$ cat config.mk
export PLATFORM = sky130hd
export DESIGN_NAME = serial_word_feeder
export DESIGN_NICKNAME = d
export VERILOG_FILES = /design/src/rtl/serial_word_feeder.sv
export SDC_FILE = /design/constraint.sdc
export NUM_CORES = 1
export LEC_CHECK = 0
export BUFFER_PORTS_ARGS = -buffer_cell sky130_fd_sc_hd__buf_4
export CORE_MARGIN = 10
export CORE_UTILIZATION = 50
export DETAILED_ROUTE_END_ITERATION = 6
export GPL_TIMING_DRIVEN = 0
export PLACE_DENSITY = 0.8
export SLEW_MARGIN = 0
export SYNTH_ARGS = -nofsm -noshare
export SYNTH_HDL_FRONTEND = slang
export SYNTH_SLANG_ARGS = --single-unit
$ cat constraint.sdc
create_clock -name clock -period 5.4 [get_ports clock]
set_clock_uncertainty 0.15 [all_clocks]
set_input_delay 0.27 -clock clock [delete_from_list [all_inputs] [get_ports clock]]
set_output_delay 0.27 -clock clock [all_outputs]
set_load 0.01 [all_outputs]
$ cat src/rtl/serial_word_feeder.sv
// Parallel-to-serial feeder: takes words over valid/ready and streams them
// one bit per clock on w, back-to-back when the source keeps up.
//
//  state | meaning
//  ------+---------------------------------------------------------------
//  IDLE  | no word in flight; w held at IDLE_LEVEL, ready for a new word
//  SHIFT | word in flight; w carries bit cnt, next word accepted on last bit
module serial_word_feeder #(
    parameter int WIDTH      = 8,
    parameter bit MSB_FIRST  = 1'b1,
    parameter bit IDLE_LEVEL = 1'b0
) (
    input  logic             clock,
    input  logic             reset,
    input  logic             load_valid,
    input  logic [WIDTH-1:0] load_data,
    output logic             load_ready,
    input  logic             flush,
    output logic             w,
    output logic             w_valid,
    output logic             busy,
    output logic             word_done
);

    localparam int CW = (WIDTH > 1) ? $clog2(WIDTH) : 1;
    localparam logic [CW-1:0] LAST = CW'(WIDTH - 1);

    typedef enum logic {
        IDLE  = 1'b0,
        SHIFT = 1'b1
    } state_t;

    state_t           state, state_nxt;
    logic [WIDTH-1:0] sh, sh_nxt;
    logic [CW-1:0]    cnt, cnt_nxt;
    logic             w_nxt;
    logic             w_valid_nxt;
    logic             busy_nxt;
    logic             word_done_nxt;
    logic             last_bit;
    logic             accept;

    // Bit that leaves the word first, and the word with that bit consumed.
    function automatic logic head(input logic [WIDTH-1:0] v);
        return MSB_FIRST ? v[WIDTH-1] : v[0];
    endfunction

    function automatic logic [WIDTH-1:0] advance(input logic [WIDTH-1:0] v);
        return MSB_FIRST ? {v[WIDTH-2:0], 1'b0} : {1'b0, v[WIDTH-1:1]};
    endfunction

    assign last_bit   = (state == SHIFT) && (cnt == LAST);
    assign load_ready = reset & ~flush & ((state == IDLE) | last_bit);
    assign accept     = load_valid & load_ready;

    always_comb begin
        state_nxt     = state;
        sh_nxt        = sh;
        cnt_nxt       = cnt;
        w_nxt         = w;
        w_valid_nxt   = w_valid;
        busy_nxt      = busy;
        word_done_nxt = word_done;

        if (flush || (state == SHIFT && last_bit && !accept)) begin
            state_nxt     = IDLE;
            cnt_nxt       = '0;
            w_nxt         = IDLE_LEVEL;
            w_valid_nxt   = 1'b0;
            busy_nxt      = 1'b0;
            word_done_nxt = 1'b0;
        end else if (accept) begin
            // Shift register keeps only the bits still to be sent.
            state_nxt     = SHIFT;
            sh_nxt        = advance(load_data);
            cnt_nxt       = '0;
            w_nxt         = head(load_data);
            w_valid_nxt   = 1'b1;
            busy_nxt      = 1'b1;
            word_done_nxt = (LAST == '0);
        end else if (state == SHIFT) begin
            sh_nxt        = advance(sh);
            cnt_nxt       = cnt + 1'b1;
            w_nxt         = head(sh);
            word_done_nxt = (cnt_nxt == LAST);
        end
    end

    always_ff @(posedge clock or negedge reset) begin
        if (!reset) begin
            state     <= IDLE;
            sh        <= '0;
            cnt       <= '0;
            w         <= IDLE_LEVEL;
            w_valid   <= 1'b0;
            busy      <= 1'b0;
            word_done <= 1'b0;
        end else begin
            state     <= state_nxt;
            sh        <= sh_nxt;
            cnt       <= cnt_nxt;
            w         <= w_nxt;
            w_valid   <= w_valid_nxt;
            busy      <= busy_nxt;
            word_done <= word_done_nxt;
        end
    end

endmodule

* After elaboration in Yosys (flattened, before gate mapping)
Index checks and enable logic that the tools add are counted.
** Operators by class
- $add $sub $neg :: 1
- Equality and inequality tests :: 2
- Mux-type cells :: 13
- Bitwise operators :: 7
- Reductions and logical operators :: 9
** Operator list (count)
- 2-to-1 mux 8 bit :: 2
- 2-to-1 mux 3 bit :: 3
- 2-to-1 mux 1 bit :: 8
- equality test 3 bit, second input constant :: 2
- nonzero test 2 bit :: 2
- adder 3 x 1 -> 3 bit, second input constant :: 1
- AND 1 bit :: 3
- logical AND 1 bit :: 3
- NOT 1 bit :: 3
- nonzero test 3 bit :: 1
- AND reduction 2 bit :: 1
- zero test 1 bit :: 1
- logical OR 1 bit :: 1
- bitwise OR 1 bit :: 1
** Storage, ports and cells
- Flip-flop bits (word level) :: 14
- Bits of input ports :: 12
- Word-level logic and storage cells :: 37

* Logic depth before layout (Yosys ltp)
- Depth in word-level cells :: 10
- Depth in mapped cells :: 7

* Worst setup path after synthesis
OpenSTA, ideal clock, no wires.
- Path type :: reg2out
- From :: reg cnt[0]
- To :: out load_ready
- Data arrival time :: 1.324 ns
- Data required time :: 4.980 ns
- Slack :: 3.656 ns
- Stages on the path, launching flop included :: 6
- Path buffers :: 1
- Path through :: dfrtp_1 ha_1 ha_1 buf_6 and2b_2 nor3b_1
** Between the ends
- Cells in the longest elaborated chain, start to end :: 4
** RTL lines
- from (decl) :: RTL line 35 : logic [CW-1:0] cnt, cnt_nxt;
- from (signal assigned) :: RTL line 101 : cnt <= cnt_nxt;
- equality test 3 bit :: RTL line 52 : assign last_bit = (state == SHIFT) && (cnt == LAST);
- logical AND 1 bit :: RTL line 52
- bitwise OR 1 bit :: RTL line 53 : assign load_ready = reset & ~flush & ((state == IDLE) | last_bit);
- AND 1 bit :: RTL line 53
- to (decl) :: RTL line 17 : output logic load_ready,
Every way passes these cells.

* Final worst setup path
Same ends and word-level chain as after synthesis.

==> summary.txt <==
GRT
  – GRT Residual Overflow: 0
  – Largest net degree at the start of global routing: 18
  – GRT Util Overall: 0.08927
  – Vias in the first global route: 561
  – Initial antenna violation count: 0
  – Global-route wire length before repair: 2470 um

Routing
  – ANT nets after route: 0
  – DRT Pass-1 Iters: 4
  – Post-DR wirelength/cell: 14.50 um
  – WL final: 1493 um
  – DRC: 0
  – Number of DRC markers in iteration 0: 8
  – DR vias: 568
  – Via/cell ratio: 5.515

CTS
  – Clk Latency, worst-skew pair: 0.27 ns
  – CTS Buf Count: 3
  – Clock transition at path regs: 0.08 ns
  – CTS H-tree lvls: 1
  – Hold_buf cts: 1
  – CTS tree: done
  – PostCTS Resize Cnt: 0
  – Setup repair bufs after CTS: 0
  – Root buf cell: clkbuf_4
  – # clock sinks: 13
  – Longest Clk Path Bufs: 2

Power and ir drop
  – NetSw: 0.05819 mW
  – Pwr per Cell Area: 251.5 mW/mm^2
  – Leak: 0.4099 nW
  – Share of power burned in registers: 0.527
  – Clk pwr share: 0.264
  – Max VDD drop: 0.0002086 V
  – Sw Ratio: 0.2601
  – Int Pwr: 0.1656 mW
  – Combinational share of power: 0.209

Synthesis
  – Post-synthesis cell type count: 25
  – Synth Cell Area: 714.4 sq um
  – Post-Synthesis Cells: 67
  – Syn avg cell area: 10.66 sq um
  – Top cells by area, synth: dfrtp_1 (46%), nor3b_1 (7.4%), o22a_2 (7.0%)
  – Register area share after synthesis: 0.4553
  – Syn. warnings: 0
  – Net Count, Synth: 82
  – Post-synthesis cell type with the largest combined area: dfrtp_1
  – Yosys reg bits: 13
  – Share of the synthesized area in the top cell type: 0.4553

Hold path
  – Worst hold path depth: 2
  – Worst hold path type: in -> reg
  – Hold EP: cnt[0]
  – HP Start: flush

Timing
  – Setup TNS: 0 ns
  – Worst slew margin: 0.6874
  – Worst Tran Pin Value: 0.4689 ns
  – Hold Slack: 0.06774 ns
  – Final hold violations: 0
  – Endpoints failing setup: 0
  – Period minus WS final: 2.131 ns
  – RSZ-0062 raised after global routing: no
  – Slew Limit Fails: 0
  – Max Clk Rate: 469.2 MHz
  – Final period util: 0.3947

Finish
  – Multi-input logic area: 320.3 sq um
  – Register area: 325.3 sq um
  – Final Cell Area: 889.6 sq um
  – Post-synthesis to final-layout area growth: 24.52%
  – Most frequent cells in the layout: buf_4 (17), dfrtp_1 (13), inv_1 (8), nor3b_1 (7), a31oi_1 (6)
  – Layout cell share with drive strength beyond 1: 0.3523
  – Ant. Diodes: 0
  – Fill count: 115
  – Nets: 104
  – Commonest non-fill, non-tap cell in the layout: buf_4

Placed design
  – Detailed-placement wirelength estimate: 1091 um
  – DP Area: 853.3 sq um
  – Port bufs: 16
  – RD Place Congestion: 0.7223

Die
  – Rows: 13
  – Die Span Y: 57.80 um
  – Die Width: 57.80 um
  – Die ar.: 0.003341 sq mm
  – Core area: 0.001318 sq mm
  – Starting Density: 0.5423
  – Ports: 17

Setup path
  – Worst Path Buf+Inv: 2
  – Crit path max fanout: 8
  – Kind of cell adding the most delay to the critical path: simple AND/OR/NAND/NOR gates
  – Max incr delay on CP: 0.40 ns
  – RR Startpoint: cnt[0]
  – Crit-path slowest cell: dfrtp_1
  – Critical setup path kind: reg -> out
  – Worst EP required: 4.98 ns
  – Worst reg2reg path depth: 7
  – CP cell instances: ha_1, ha_1, buf_6, and2b_2, nor3b_1, buf_4
  – Crit path DAT: 1.71 ns
  – CP Launch Type: flip-flop
  – Most used cell, CP: ha_1
  – R2R setup slack: 3.54 ns
  – CP endpoint kind: primary output
  – Worst r2r dst: sh[4]

Run
  – Max Cap Viol: 0

Outcome
  – Status: completed
==> worst max path at each step <==
stage / from / to / slack, ns / depth (start not counted)
floorplan: cnt[0] / load_ready / 3.66 / 5
global placement: cnt[0] / sh[4] / 3.57 / 7
detailed placement: cnt[0] / sh[4] / 3.55 / 7
CTS: cnt[0] / load_ready / 3.25 / 6
global route: cnt[0] / load_ready / 3.11 / 6
finish: cnt[0] / load_ready / 3.27 / 6
==> metal layers <==
metal / vias to the layer above / track usage / wire, um / share of wire
met5: - / 0 / 0 / 0
met4: 0 / 0.02013 / 10 / 0.0067
met3: 2 / 0.03704 / 89 / 0.060
met2: 11 / 0.1365 / 726 / 0.49
met1: 267 / 0.1135 / 668 / 0.45
li1: 288 / - / - / -
==> power by group through the flow <==
stage / clock (mW) / sequential, mW / combinational, mW
after floorplan: 0 / 0.119 / 0.0295
after global placement: 0 / 0.120 / 0.0458
after detailed placement: 0 / 0.120 / 0.0470
after CTS: 0.0611 / 0.118 / 0.0474
after global routing: 0.0665 / 0.120 / 0.0518
final: 0.0590 / 0.118 / 0.0468
==> stage by stage <==
stage                     total power, mW  setup WS [ns]    util  std cells
after floorplan                    0.1483          3.656       -         67
after global placement             0.1656          3.571  0.6477         98
after detailed placement           0.1669          3.548  0.6477         98
after CTS                          0.2267          3.245  0.6752        103
after global routing               0.2384          3.114  0.6752        103
final                              0.2238          3.269  0.6752        103
==> cell families after synthesis <==
family,synth area share
AOI/OAI and AO/OA,0.2417
and+or+nand+nor,0.1541
buffers and inverters,0.09631
DFF,0.4553
adders and majority gates,0.05255
==> cell type report <==
cell class,instances,area share
clock buffer,4,0.02954
inverter,8,0.03376
sequential,13,0.3657
timing repair buffer,17,0.1463
tap,15,0.02110
buffer,5,0.04360
multi-input combinational,41,0.3601
==> cells in the mapped netlist <==
library cell	n
nand3_1	1
inv_1	8
nor2_1	3
a32oi_1	1
o22a_2	5
clkbuf_1	1
nand2b_4	1
a21oi_1	3
buf_6	2
a211oi_1	1
a22oi_1	2
and2b_2	1
a2bb2oi_1	1
and2_1	1
nor3b_1	7
buf_4	1
o22a_1	1
a21oi_4	1
dfrtp_1	13
ha_1	3
nand2_1	1
o21ai_0	1
buf_2	1
nand4b_1	1
a31oi_1	6
==> sequential cells by signal, summed over array words and instances, names as in the netlist <==
| register | count |
|---|---|
| state | 1 |
| word_done | 1 |
| w | 1 |
| cnt | 3 |
| sh | 7 |
Power figures use the tool's default switching activity.
